$ cat src/rtl/stream_acc_pkg.sv
`default_nettype none
// +----------------------------------------------------------------------------+
// | Package  : stream_acc_pkg                                                  |
// | Purpose  : Shared types and width/saturation helpers for the multi-lane    |
// |            streaming accumulator.                                          |
// | Revision : 1.0 - initial release                                           |
// +----------------------------------------------------------------------------+
package stream_acc_pkg;

    typedef enum logic {
        ACC_IDLE  = 1'b0,
        ACC_ACCUM = 1'b1
    } acc_state_t;

    // Room for the lane reduction, the vector-length growth and the sign bit.
    function automatic int acc_bits(input int bits, input int lanes, input int max_len);
        return bits + $clog2(lanes) + $clog2(max_len) + 1;
    endfunction

    function automatic longint sat_max(input int width);
        return (64'sd1 <<< (width - 1)) - 64'sd1;
    endfunction

    function automatic longint sat_min(input int width);
        return -(64'sd1 <<< (width - 1));
    endfunction

endpackage
`default_nettype wire

$ cat src/rtl/lane_adder_tree.sv
`default_nettype none
// +----------------------------------------------------------------------------+
// | Module   : lane_adder_tree                                                 |
// | Purpose  : Combinational sign-extending binary reduction of packed lanes.  |
// | Revision : 1.0 - initial release                                           |
// +----------------------------------------------------------------------------+
module lane_adder_tree #(
    parameter int BITS     = 8,
    parameter int LANES    = 4,
    parameter int OUT_BITS = 16
) (
    input  logic [LANES*BITS-1:0]      a,
    output logic signed [OUT_BITS-1:0] sum
);

    // Leaves padded to a power of two; node n has children 2n+1 and 2n+2.
    localparam int LEAVES = (LANES <= 1) ? 1 : (1 << $clog2(LANES));

    logic signed [OUT_BITS-1:0] w_node [0:2*LEAVES-2];

    for (genvar i = 0; i < LEAVES; i++) begin : g_leaf
        if (i < LANES) begin : g_lane
            assign w_node[LEAVES-1+i] = OUT_BITS'(signed'(a[i*BITS +: BITS]));
        end else begin : g_pad
            assign w_node[LEAVES-1+i] = '0;
        end
    end

    for (genvar n = 0; n < LEAVES - 1; n++) begin : g_node
        assign w_node[n] = w_node[2*n+1] + w_node[2*n+2];
    end

    assign sum = w_node[0];

endmodule
`default_nettype wire

$ cat src/rtl/stream_accumulate_lanes.sv
`default_nettype none
// +----------------------------------------------------------------------------+
// | Module   : stream_accumulate_lanes                                         |
// | Purpose  : Multi-lane streaming accumulator, one widened sum per vector    |
// |            of runtime length, valid/ready in and out. Optional saturation  |
// |            with sticky overflow flag when STREAM_ACC_SAT_EN is defined.    |
// | Revision : 1.0 - initial release                                           |
// +----------------------------------------------------------------------------+
module stream_accumulate_lanes
    import stream_acc_pkg::*;
#(
    parameter int BITS     = 8,
    parameter int LANES    = 4,
    parameter int MAX_LEN  = 10,
    parameter int ACC_BITS = acc_bits(BITS, LANES, MAX_LEN),
    parameter int LEN_W    = $clog2(MAX_LEN + 1)
) (
    input  logic                       clk,
    input  logic                       rstn,
    input  logic                       clear,
    input  logic [LEN_W-1:0]           len,
    input  logic                       in_valid,
    output logic                       in_ready,
    input  logic [LANES*BITS-1:0]      a,
    output logic                       out_valid,
    input  logic                       out_ready,
    output logic signed [ACC_BITS-1:0] c,
    output logic                       out_ovf
);

    acc_state_t                 r_state;
    logic [LEN_W-1:0]           r_len_q;
    logic [LEN_W-1:0]           r_count;
    logic signed [ACC_BITS-1:0] r_acc;
    logic signed [ACC_BITS-1:0] r_c;
    logic                       r_out_valid;

    logic signed [ACC_BITS-1:0] w_tree_sum;
    logic signed [ACC_BITS-1:0] w_add_result;
    logic [LEN_W-1:0]           w_len_clamped;
    logic [LEN_W-1:0]           w_len_eff;
    logic                       w_first;
    logic                       w_beat;
    logic                       w_final;

    lane_adder_tree #(
        .BITS     (BITS),
        .LANES    (LANES),
        .OUT_BITS (ACC_BITS)
    ) u_tree (
        .a   (a),
        .sum (w_tree_sum)
    );

    always_comb begin
        w_len_clamped = len;
        if (len == '0) begin
            w_len_clamped = LEN_W'(1);
        end else if (len > LEN_W'(MAX_LEN)) begin
            w_len_clamped = LEN_W'(MAX_LEN);
        end
    end

    // Accumulator and count are zero whenever the FSM is idle, so the first
    // beat needs no special operand selection; only the length is live-sampled.
    assign w_first   = (r_state == ACC_IDLE);
    assign w_len_eff = w_first ? w_len_clamped : r_len_q;
    assign in_ready  = !(r_out_valid && !out_ready);
    assign w_beat    = in_valid && in_ready;
    assign w_final   = ((r_count + LEN_W'(1)) == w_len_eff);

`ifdef STREAM_ACC_SAT_EN
    localparam logic signed [ACC_BITS-1:0] SAT_MAX = ACC_BITS'(sat_max(ACC_BITS));
    localparam logic signed [ACC_BITS-1:0] SAT_MIN = ACC_BITS'(sat_min(ACC_BITS));

    logic signed [ACC_BITS:0] w_exact;
    logic                     w_ovf_now;
    logic                     w_sticky_next;
    logic                     r_sticky;
    logic                     r_out_ovf;

    assign w_exact       = (ACC_BITS+1)'(r_acc) + (ACC_BITS+1)'(w_tree_sum);
    assign w_ovf_now     = w_exact[ACC_BITS] ^ w_exact[ACC_BITS-1];
    assign w_sticky_next = (w_first ? 1'b0 : r_sticky) | w_ovf_now;

    always_comb begin
        w_add_result = w_exact[ACC_BITS-1:0];
        if (w_ovf_now) begin
            w_add_result = w_exact[ACC_BITS] ? SAT_MIN : SAT_MAX;
        end
    end

    always_ff @(posedge clk or negedge rstn) begin
        if (!rstn) begin
            r_sticky  <= 1'b0;
            r_out_ovf <= 1'b0;
        end else begin
            if (r_out_valid && out_ready) begin
                r_out_ovf <= 1'b0;
            end
            if (clear) begin
                r_sticky <= 1'b0;
            end else if (w_beat) begin
                if (w_final) begin
                    r_out_ovf <= w_sticky_next;
                    r_sticky  <= 1'b0;
                end else begin
                    r_sticky  <= w_sticky_next;
                end
            end
        end
    end

    assign out_ovf = r_out_ovf;
`else
    assign w_add_result = r_acc + w_tree_sum;
    assign out_ovf      = 1'b0;
`endif

    always_ff @(posedge clk or negedge rstn) begin
        if (!rstn) begin
            r_state     <= ACC_IDLE;
            r_len_q     <= '0;
            r_count     <= '0;
            r_acc       <= '0;
            r_c         <= '0;
            r_out_valid <= 1'b0;
        end else begin
            // Drain first so a final beat in the same cycle reloads the register.
            if (r_out_valid && out_ready) begin
                r_out_valid <= 1'b0;
                r_c         <= '0;
            end
            if (clear) begin
                r_state <= ACC_IDLE;
                r_count <= '0;
                r_acc   <= '0;
            end else if (w_beat) begin
                if (w_final) begin
                    r_c         <= w_add_result;
                    r_out_valid <= 1'b1;
                    r_acc       <= '0;
                    r_count     <= '0;
                    r_state     <= ACC_IDLE;
                end else begin
                    r_acc       <= w_add_result;
                    r_count     <= r_count + LEN_W'(1);
                    r_len_q     <= w_len_eff;
                    r_state     <= ACC_ACCUM;
                end
            end
        end
    end

    assign out_valid = r_out_valid;
    assign c         = r_c;

endmodule
`default_nettype wire

$ cat config.mk
export PLATFORM = sky130hd
export DESIGN_NAME = stream_accumulate_lanes
export DESIGN_NICKNAME = d
export VERILOG_FILES = /design/src/rtl/stream_acc_pkg.sv /design/src/rtl/lane_adder_tree.sv /design/src/rtl/stream_accumulate_lanes.sv
export SDC_FILE = /design/constraint.sdc
export NUM_CORES = 1
export LEC_CHECK = 0
export CAP_MARGIN = 20
export CORE_MARGIN = 2
export CORE_UTILIZATION = 40
export DETAILED_ROUTE_END_ITERATION = 16
export DONT_BUFFER_PORTS = 1
export HOLD_SLACK_MARGIN = 0.08
export PLACE_DENSITY = 0.57
export SETUP_SLACK_MARGIN = 0.5
export SLEW_MARGIN = 20
export SYNTH_ARGS = -nofsm -noshare
export SYNTH_HDL_FRONTEND = slang
export SYNTH_HIERARCHICAL = 1
export SYNTH_SLANG_ARGS = --single-unit
$ cat constraint.sdc
create_clock -name clk -period 5.55 [get_ports clk]
set_clock_uncertainty 0.05 [all_clocks]
set_input_delay 0 -clock clk [delete_from_list [all_inputs] [get_ports clk]]
set_output_delay 0 -clock clk [all_outputs]
set_load 0.01 [all_outputs]
==> results.py, run 1 <==
metrics = {
    "status": {
        "status": "completed",
    },
    "place": {
        "io_buffers": 0,
        "dpl.hpwl_um": 5170,
        "routabilityCongestion": 0.862,
    },
    "logic_synthesis": {
        "synth_top_cell_area_share": 0.299,
        "ys_seq_area_frac": 0.299,
        "post-synth-top-count-cell": "inv_1",
        "synth_ff_type": "dfrtp_1",
        "netlist_area_um2": 3340,
        "synth_cell_types": 57,
        "syn_inst": 350,
        "synth_area_leaders": "dfrtp_1 30%, fa_1 11%, ha_1 9.0%, inv_1 5.2%, nand2_1 4.2%",
        "avgSynthCellArea_um2": 9.55,
        "synth_edf_count": 0,
        "synth_commonest_cells": "46 x inv_1, 40 x dfrtp_1, 37 x nand2_1",
        "synthesis.nets": 433,
        "synth_top_cell_by_area": "dfrtp_1",
        "synthArstFlopShare": 1.00,
        "synth_seq_cells": 40,
        "yosysWarningCount": 6,
    },
    "min_path": {
        "hp-start": "a[24]",
        "worstHoldPathType": "in -> reg",
    },
    "worst_setup_path": {
        "r2r_setup_slack_ns": 2.80,
        "cpMostUsedCell": "fa_1",
        "crit_buf_inv": 2,
        "worstSetupPathType": "in -> reg",
        "slowest_stage": "fa_1",
        "crit_required_ns": 5.68,
        "critPathLaunch": "a[1]",
        "cp_cell_sequence": "inv_1 -> fa_1 -> inv_1 -> fa_1 -> ha_1 -> fa_1 -> a21o_2 -> a21oi_2 -> o31ai_2 -> xnor2_1 -> ha_1 -> and3_1 -> a221o_1 -> a21oi_1 -> o21ai_0 -> xnor2_1 -> mux2_1",
        "cp_max_fo": 6,
        "critPathTopFamily": "adder cells",
        "cp_slowest_stage_delay_ns": 0.53,
        "r2r_start": "r_state",
        "crit_path_end_kind": "flip-flop",
        "startpoint_type": "input pin",
        "arrival_ns": 4.57,
    },
    "power": {
        "irDropWorstVdd_mv": 0.172,
        "p_int_mw": 1.04,
        "clockPowerShare": 0.124,
        "p_per_area_nw_per_um2": 530,
        "sequentialPowerShare": 0.252,
        "leakage_nw": 1.84,
        "p_sw_frac": 0.462,
        "pwr-share-comb": 0.624,
        "power_switching_mw": 0.888,
    },
    "route": {
        "drtAntennaViolNets": 0,
        "initialDrtViolationCount": 119,
        "drc": 0,
        "post_drt_wl_per_cell_um": 14.7,
        "vias": 2411,
        "vias_per_cell": 5.22,
        "wirelength_um": 6800,
        "drt_pre_antenna_iters": 4,
    },
    "layout": {
        "area_growth_pct": 8.50,
        "drive_above_1_share": 0.0476,
        "final_nets": 439,
        "diodes": 0,
    },
    "timing": {
        "slew_headroom": 0.512,
        "finalHoldViolCount": 0,
        "fin_hold_ws_ns": 0.0973,
        "min_period_over_period": 0.801,
        "rsz0062_at_grt": "no",
        "tns_ns": 0,
        "drv_slew": 0,
        "finalSetupViolCount": 0,
        "worst_pin_slew_ns": 0.714,
        "fmax_ghz": 0.225,
        "period_needed_ns": 4.44,
    },
    "clock_tree": {
        "cts_buffer_depth": 2,
        "cts_resized": 0,
        "cts_root_buf": "clkbuf_8",
        "cts_tree": "built",
        "h-tree-depth": 2,
        "numCtsBuffers": 5,
        "clk_pin_slew_ns": 0.08,
        "insertion_delay_ns": 0.29,
        "cts_hold_buffers": 12,
        "cts_setup_buffers": 0,
        "cts_sinks": 40,
    },
    "die": {
        "pin_count": 59,
        "start_util": 0.409,
        "rows": 33,
        "die_height_um": 95.4,
        "dieArea_um2": 9100,
        "die_w_um": 95.4,
        "core_area_um2": 8180,
    },
    "grt": {
        "grt_pass1_wl_um": 11300,
        "track_usage": 0.157,
        "gr-total-overflow": 0,
        "grt_pass1_vias": 2364,
        "grt_antenna_before_repair": 0,
        "grt_start_max_net_pins": 41,
    },
    "job": {
        "maxCapViolCount": 0,
    },
}
## worst reg2reg max path: cells and delay by family (launching register included)
kind | cells | cell delay, ns
mux | 2 | 0.74
xor+xnor | 1 | 0.34
flops | 1 | 0.56
simple gates | 3 | 0.95
## cells by family (layout without fill, tap and decap cells)
kind of cell             Yosys count  count (layout)  synth area share
AO/OA/AOI/OAI                     78              78             0.159
XOR/XNOR                          22              22            0.0618
adder cells (fa/ha/maj)           42              42             0.198
buffers and inverters             60              67            0.0793
flip-flops                        40              40             0.299
multiplexers                      19              19            0.0625
other                              1               1           0.00112
AND/OR/NAND/NOR                   88              88             0.140
## power groups by stage
stage                     Combinational [mW]  Clock, mW  Sequential [mW]
after CTS                               1.21      0.246            0.486
after floorplan                         1.01          0            0.464
final                                   1.20      0.239            0.484
after global routing                    1.37      0.256            0.498
after detailed placement                1.19          0            0.490
after global placement                  1.18          0            0.488
## metrics by stage
step                      instance area [µm²]   util  instances  total power [mW]  worst slack, ns
after floorplan                          3340      -        350              1.47             1.14
after global placement                   3390  0.415        442              1.67            0.904
after detailed placement                 3390  0.415        442              1.68            0.779
after CTS                                3630  0.444        462              1.95             1.09
after global routing                     3630  0.444        462              2.12            0.765
final                                    3630  0.444        462              1.92             1.11
## path summary, 6_finish.rpt
| path | endpoint | cells past startpoint |
|---|---|---|
| max in group asynchronous | r_acc[13] | 2 |
| worst max register to register | c[11] | 6 |
| min in group asynchronous | r_len_q[1] | 2 |
| worst max-delay path | c[14] | 17 |
| worst min register to register | r_acc[5] | 2 |
| worst min-delay path | r_acc[0] | 3 |
## cell type report
| cell class | count | area, µm² |
|---|---|---|
| flip-flops and latches | 40 | 1000 |
| clock inverters | 2 | 35.0 |
| multi-input cells | 250 | 2080 |
| clock buffers | 6 | 72.6 |
| well taps | 105 | 131 |
| inverters | 46 | 173 |
| fillers | 812 | 4550 |
| repair buffers | 13 | 138 |
## metal layers
| metal | GRT usage | vias to the layer above | wire length, µm |
|---|---|---|---|
| met3 | 0.0174 | 5 | 155 |
| met5 | 0 | - | 0 |
| met4 | 0.0381 | 0 | 48 |
| met1 | 0.219 | 1178 | 3200 |
| met2 | 0.262 | 34 | 3390 |
| li1 | - | 1194 | - |
## sequential cells by signal (all words and copies together) (netlist names)
name       flops
c             15
r_len_q        4
out_valid      1
r_acc         15
r_count        4
r_state        1
## placed cells by master, fill, tap and decap left out, types with 2 or more instances in the layout
master | synthesis | routed
ha_1 | 24 | 24
xor2_1 | 9 | 9
nand4_1 | 2 | 2
nor2_1 | 8 | 8
clkbuf_8 | 0 | 5
o21ai_1 | 14 | 14
and3_1 | 4 | 4
o21bai_1 | 2 | 2
a31oi_1 | 3 | 3
a211o_1 | 2 | 2
xnor2_1 | 12 | 12
o21ai_0 | 8 | 8
a221oi_1 | 2 | 2
fa_1 | 18 | 18
a31o_1 | 2 | 2
nand3_1 | 5 | 5
nand2b_1 | 6 | 6
a22o_1 | 8 | 8
mux2i_1 | 13 | 13
inv_1 | 46 | 46
a21o_1 | 8 | 8
a21oi_1 | 15 | 15
and2_1 | 10 | 10
nand2_1 | 37 | 37
nor2b_1 | 3 | 3
dfrtp_1 | 40 | 40
mux2_1 | 5 | 5
nor3_1 | 4 | 4
dlygate4sd3_1 | 0 | 11
Power figures use the tool's default switching activity.
==> inputs of run 2 (changes only) <==
- clock period: 5.55 -> 4.1 ns (I/O delays scaled with it)
==> results.py, run 2 (synthesis gave the netlist of run 1 again) <==
metrics = {
    "route": {
        "wirelength_um": 6880,
        "drtAntennaViolNets": 0,
        "vias": 2457,
        "drc": 0,
        "drt_pre_antenna_iters": 4,
        "initialDrtViolationCount": 68,
        "post_drt_wl_per_cell_um": 14.4,
        "vias_per_cell": 5.14,
    },
    "layout": {
        "area_growth_pct": 16.9,
        "final_nets": 456,
        "diodes": 0,
        "fillers": 781,
        "drive_above_1_share": 0.158,
        "fin_area_um2": 3910,
        "final_common_cell": "inv_1",
        "final_cell_mix": "45 x inv_1, 40 x dfrtp_1, 36 x nand2_1",
    },
    "worst_setup_path": {
        "cp_cell_sequence": "inv_8 -> fa_1 -> inv_1 -> fa_1 -> ha_2 -> fa_2 -> a21o_2 -> a21oi_4 -> o31ai_4 -> xnor2_2 -> buf_4 -> ha_4 -> a21o_1 -> a221o_1 -> a21oi_2 -> o21ai_1 -> xnor2_1 -> mux2_4",
        "arrival_ns": 3.81,
        "cp_slowest_stage_delay_ns": 0.52,
        "startpoint_type": "input pin",
        "crit_required_ns": 4.22,
        "r2r_start": "r_state",
        "slowest_stage": "fa_1",
        "r2r_cells": 6,
        "r2r_setup_slack_ns": 1.42,
        "critPathLaunch": "a[17]",
        "cp_max_fo": 6,
        "worstSetupPathType": "in -> reg",
        "cpMostUsedCell": "fa_1",
        "crit_path_end_kind": "flip-flop",
    },
    "die": {
        "die_w_um": 95.4,
        "dieArea_um2": 9100,
        "pin_count": 59,
        "start_util": 0.409,
        "die_height_um": 95.4,
        "core_area_um2": 8180,
        "rows": 33,
    },
    "place": {
        "detailed_place.area_um2": 3530,
        "io_buffers": 0,
        "dpl.hpwl_um": 5010,
        "routabilityCongestion": 0.848,
    },
    "min_path": {
        "hp-start": "in_valid",
        "worstHoldPathType": "in -> reg",
        "hold_depth": 3,
    },
    "timing": {
        "rsz0062_at_grt": "yes",
        "finalSetupViolCount": 0,
        "tns_ns": 0,
        "drv_slew": 0,
        "min_period_over_period": 0.901,
        "fmax_ghz": 0.271,
        "worst_pin_slew_ns": 1.05,
        "period_needed_ns": 3.70,
        "slew_headroom": 0.302,
        "finalHoldViolCount": 0,
    },
    "status": {
        "status": "completed",
    },
    "grt": {
        "grt_pass1_vias": 2555,
        "gr-total-overflow": 0,
        "grt_pass1_wl_um": 11500,
        "grt_start_max_net_pins": 41,
        "track_usage": 0.161,
        "grt_antenna_before_repair": 0,
    },
    "power": {
        "clockPowerShare": 0.082,
        "power_switching_mw": 1.37,
        "irDropWorstVdd_mv": 0.292,
        "p_int_mw": 1.69,
        "pwr-share-comb": 0.703,
        "sequentialPowerShare": 0.215,
        "leakage_nw": 1.94,
        "p_per_area_nw_per_um2": 783,
        "p_sw_frac": 0.447,
    },
    "job": {
        "maxCapViolCount": 0,
    },
    "clock_tree": {
        "cts_tree": "built",
        "cts_root_buf": "clkbuf_8",
        "insertion_delay_ns": 0.29,
        "cts_sinks": 40,
        "numCtsBuffers": 5,
        "cts_buffer_depth": 2,
        "h-tree-depth": 2,
        "clk_pin_slew_ns": 0.08,
    },
}
==> run 2: cell count changes in the layout (fill, tap and decap cells not counted), moves of 3 or more <==
cell	change
buf_4	+16
buf_6	+3
ha_1	-6
ha_4	+4
o21ai_0	-4
==> run 2: critical path, delay by kind of cell <==
family | cells | cell delay [ns]
adder cells (fa/ha/maj) | 5 | 1.75
AO/OA/AOI/OAI | 7 | 1.23
XOR/XNOR | 2 | 0.35
multiplexers | 1 | 0.26
buffers and inverters | 3 | 0.22
==> run 2: path summary, 6_finish.rpt <==
check	end
worst max-delay path	c[14]
min in group asynchronous	c[5]
max in group asynchronous	r_acc[10]
worst min-delay path	r_acc[1]
worst min register to register	r_acc[6]
worst max register to register	c[13]
==> run 2: stage by stage <==
stage                     utilization  hold WS, ns  worst slack, ns  instances  power [mW]
after global routing            0.478        0.110            0.308        478        3.33
final                           0.478       0.0916            0.405        478        3.06
after detailed placement        0.432       -0.344          -0.0135        449        2.43
after global placement          0.432       -0.344           0.0300        449        2.41
after floorplan                     -       -0.346           0.0421        350        2.10
after CTS                       0.460       0.0831            0.427        470        2.77
==> run 2: final cells by class <==
type	instances	area (µm²)	area share
inverter	46	180	0.0461
clock inverter	1	5.00	0.00128
clock buffer	6	72.6	0.0186
timing repair buffer	30	272	0.0695
multi-input combinational	250	2250	0.575
sequential	40	1000	0.256
tap	105	131	0.0336
==> run 2: power by group through the flow <==
stage	clock network, mW	registers (mW)	logic (mW)
5_1_grt	0.275	0.676	2.38
3_5_place_dp	0	0.666	1.77
6_report	0.251	0.658	2.15
4_1_cts	0.256	0.659	1.86
2_1_floorplan	0	0.632	1.47
3_3_place_gp	0	0.666	1.74
==> run 2: timing repair <==
| action | in CTS | in global routing |
|---|---|---|
| setup buffers | 4 | 8 |
| pin swaps | 5 | 16 |
| cloned | 0 | 0 |
| gates resized for setup | 4 | 17 |
| hold buffers | 10 | 0 |
| hold endpoints to repair | 63 | 0 |
| setup endpoints to repair | 8 | 12 |
==> run 2: metal layers <==
metal,up-vias,global-route usage,wire length (µm)
met5,-,0,0
met4,0,0.0393,91
met3,8,0.0277,286
met2,59,0.286,3220
met1,1156,0.204,3280
li1,1234,-,-
==> inputs of run 3 (changes only) <==
- CELL_PAD_IN_SITES_DETAIL_PLACEMENT: default -> 0
- CELL_PAD_IN_SITES_GLOBAL_PLACEMENT: default -> 1
- PLACE_DENSITY: 0.57 -> 0.7
==> results.py, run 3 (synthesis gave the netlist of run 1 again) <==
metrics = {
    "place": {
        "io_buffers": 0,
        "routabilityCongestion": 0.832,
        "pre_cts_slack_ns": -0.0736,
        "dpl.hpwl_um": 5340,
    },
    "worst_setup_path": {
        "crit_path_end_kind": "flip-flop",
        "arrival_ns": 3.87,
        "crit_required_ns": 4.25,
        "startpoint_type": "input pin",
        "r2r_cells": 6,
        "cp_max_fo": 4,
        "worstSetupPathType": "in -> reg",
    },
    "timing": {
        "finalSetupViolCount": 0,
        "finalHoldViolCount": 0,
        "min_period_over_period": 0.908,
        "setup_ws_ns": 0.379,
        "worst_pin_slew_ns": 0.583,
        "rsz0062_at_grt": "yes",
        "drv_slew": 0,
        "fmax_ghz": 0.269,
        "slew_headroom": 0.611,
        "period_needed_ns": 3.72,
    },
    "die": {
        "rows": 33,
        "start_util": 0.409,
        "core_area_um2": 8180,
        "die_height_um": 95.4,
        "dieArea_um2": 9100,
        "die_w_um": 95.4,
        "pin_count": 59,
    },
    "clock_tree": {
        "insertion_delay_ns": 0.30,
        "cts_tree": "built",
        "cts_buffer_depth": 2,
        "numCtsBuffers": 5,
        "cts_root_buf": "clkbuf_8",
        "clk_pin_slew_ns": 0.09,
        "cts_sinks": 40,
        "h-tree-depth": 2,
    },
    "layout": {
        "final_nets": 453,
        "final_common_cell": "inv_1",
        "diodes": 0,
        "register_area_um2": 1000,
        "final_cell_mix": "45 x inv_1, 40 x dfrtp_1, 37 x nand2_1",
        "drive_above_1_share": 0.127,
        "area_growth_pct": 15.2,
        "fillers": 789,
        "multi_input_area_um2": 2180,
    },
    "grt": {
        "track_usage": 0.161,
        "grt_pass1_wl_um": 11300,
        "grt_start_max_net_pins": 41,
        "grt_antenna_before_repair": 0,
        "grt_pass1_vias": 2329,
        "gr-total-overflow": 0,
    },
    "route": {
        "vias_per_cell": 5.18,
        "drtAntennaViolNets": 0,
        "wirelength_um": 6990,
        "drt_pre_antenna_iters": 4,
        "post_drt_wl_per_cell_um": 14.7,
        "initialDrtViolationCount": 134,
        "drc": 0,
        "vias": 2466,
    },
    "min_path": {
        "worstHoldPathType": "in -> reg",
        "hold_depth": 3,
    },
    "power": {
        "total_power_mw": 2.96,
        "irDropWorstVdd_mv": 0.342,
        "p_per_area_nw_per_um2": 768,
        "leakage_nw": 1.92,
    },
    "job": {
        "maxCapViolCount": 0,
    },
    "status": {
        "status": "completed",
    },
}
==> run 3: worst paths after layout <==
kind	start	endpoint	slack (ns)
setup reg to reg	r_state	c[7]	1.36
max in group asynchronous	rstn	r_acc[2]	3.68
min in group asynchronous	rstn	r_len_q[1]	0.11
hold reg to reg	r_acc[3]	r_acc[3]	0.46
setup / recovery	a[17]	c[12]	0.38
hold / removal	a[24]	r_acc[0]	0.1
==> run 3: layout make-up <==
class / count / share of cell area
clock buffer: 5 / 0.0179
timing repair buffer: 27 / 0.0640
tap: 105 / 0.0341
inverter: 46 / 0.0468
sequential: 40 / 0.260
multi-input combinational: 250 / 0.565
clock inverter: 3 / 0.0120
==> run 3: metrics by stage <==
step                cells  utilization  cell area (µm²)  setup TNS [ns]  hold slack, ns
floorplan             350            -             3430               0          -0.346
global placement      451        0.434             3540         -0.0105          -0.344
detailed placement    451        0.434             3540          -0.240          -0.344
CTS                   474        0.468             3830               0          0.0803
global route          476        0.471             3850               0           0.114
finish                476        0.471             3850               0          0.0975
==> run 3: power breakdown <==
part / internal [mW] / leakage (nW) / switching [mW]
sequential: 0.528 / 0.524 / 0.129
clock: 0.184 / 0.0548 / 0.159
combinational: 0.918 / 1.34 / 1.04
total: 1.63 / 1.92 / 1.33
==> run 3: critical path, cell delays in order <==
cell      delay, ns
inv_8          0.01
fa_1           0.52
inv_1          0.06
fa_1           0.47
ha_2           0.21
fa_2           0.34
a21o_2         0.21
a21oi_4        0.20
o21ai_1        0.09
xor2_1         0.17
ha_1           0.34
buf_4          0.13
nand4_1        0.08
a211oi_2       0.27
o21ai_2        0.16
mux2i_1        0.14
and3_1         0.17
mux2_1         0.28
==> run 3: metal layers <==
| metal | up-vias | track usage | wire, µm |
|---|---|---|---|
| met3 | 9 | 0.0253 | 192 |
| met2 | 43 | 0.258 | 3350 |
| met5 | - | 0 | 0 |
| met1 | 1190 | 0.221 | 3340 |
| met4 | 0 | 0.0548 | 103 |
| li1 | 1224 | - | - |
==> run 3: timing repair <==
| item | 4_1_cts | 5_1_grt |
|---|---|---|
| resized for setup | 6 | 3 |
| pin swaps | 8 | 5 |
| setup endpoints to repair | 11 | 14 |
| hold buffers | 11 | 1 |
| setup buffers | 4 | 1 |
| hold endpoints to repair | 57 | 1 |
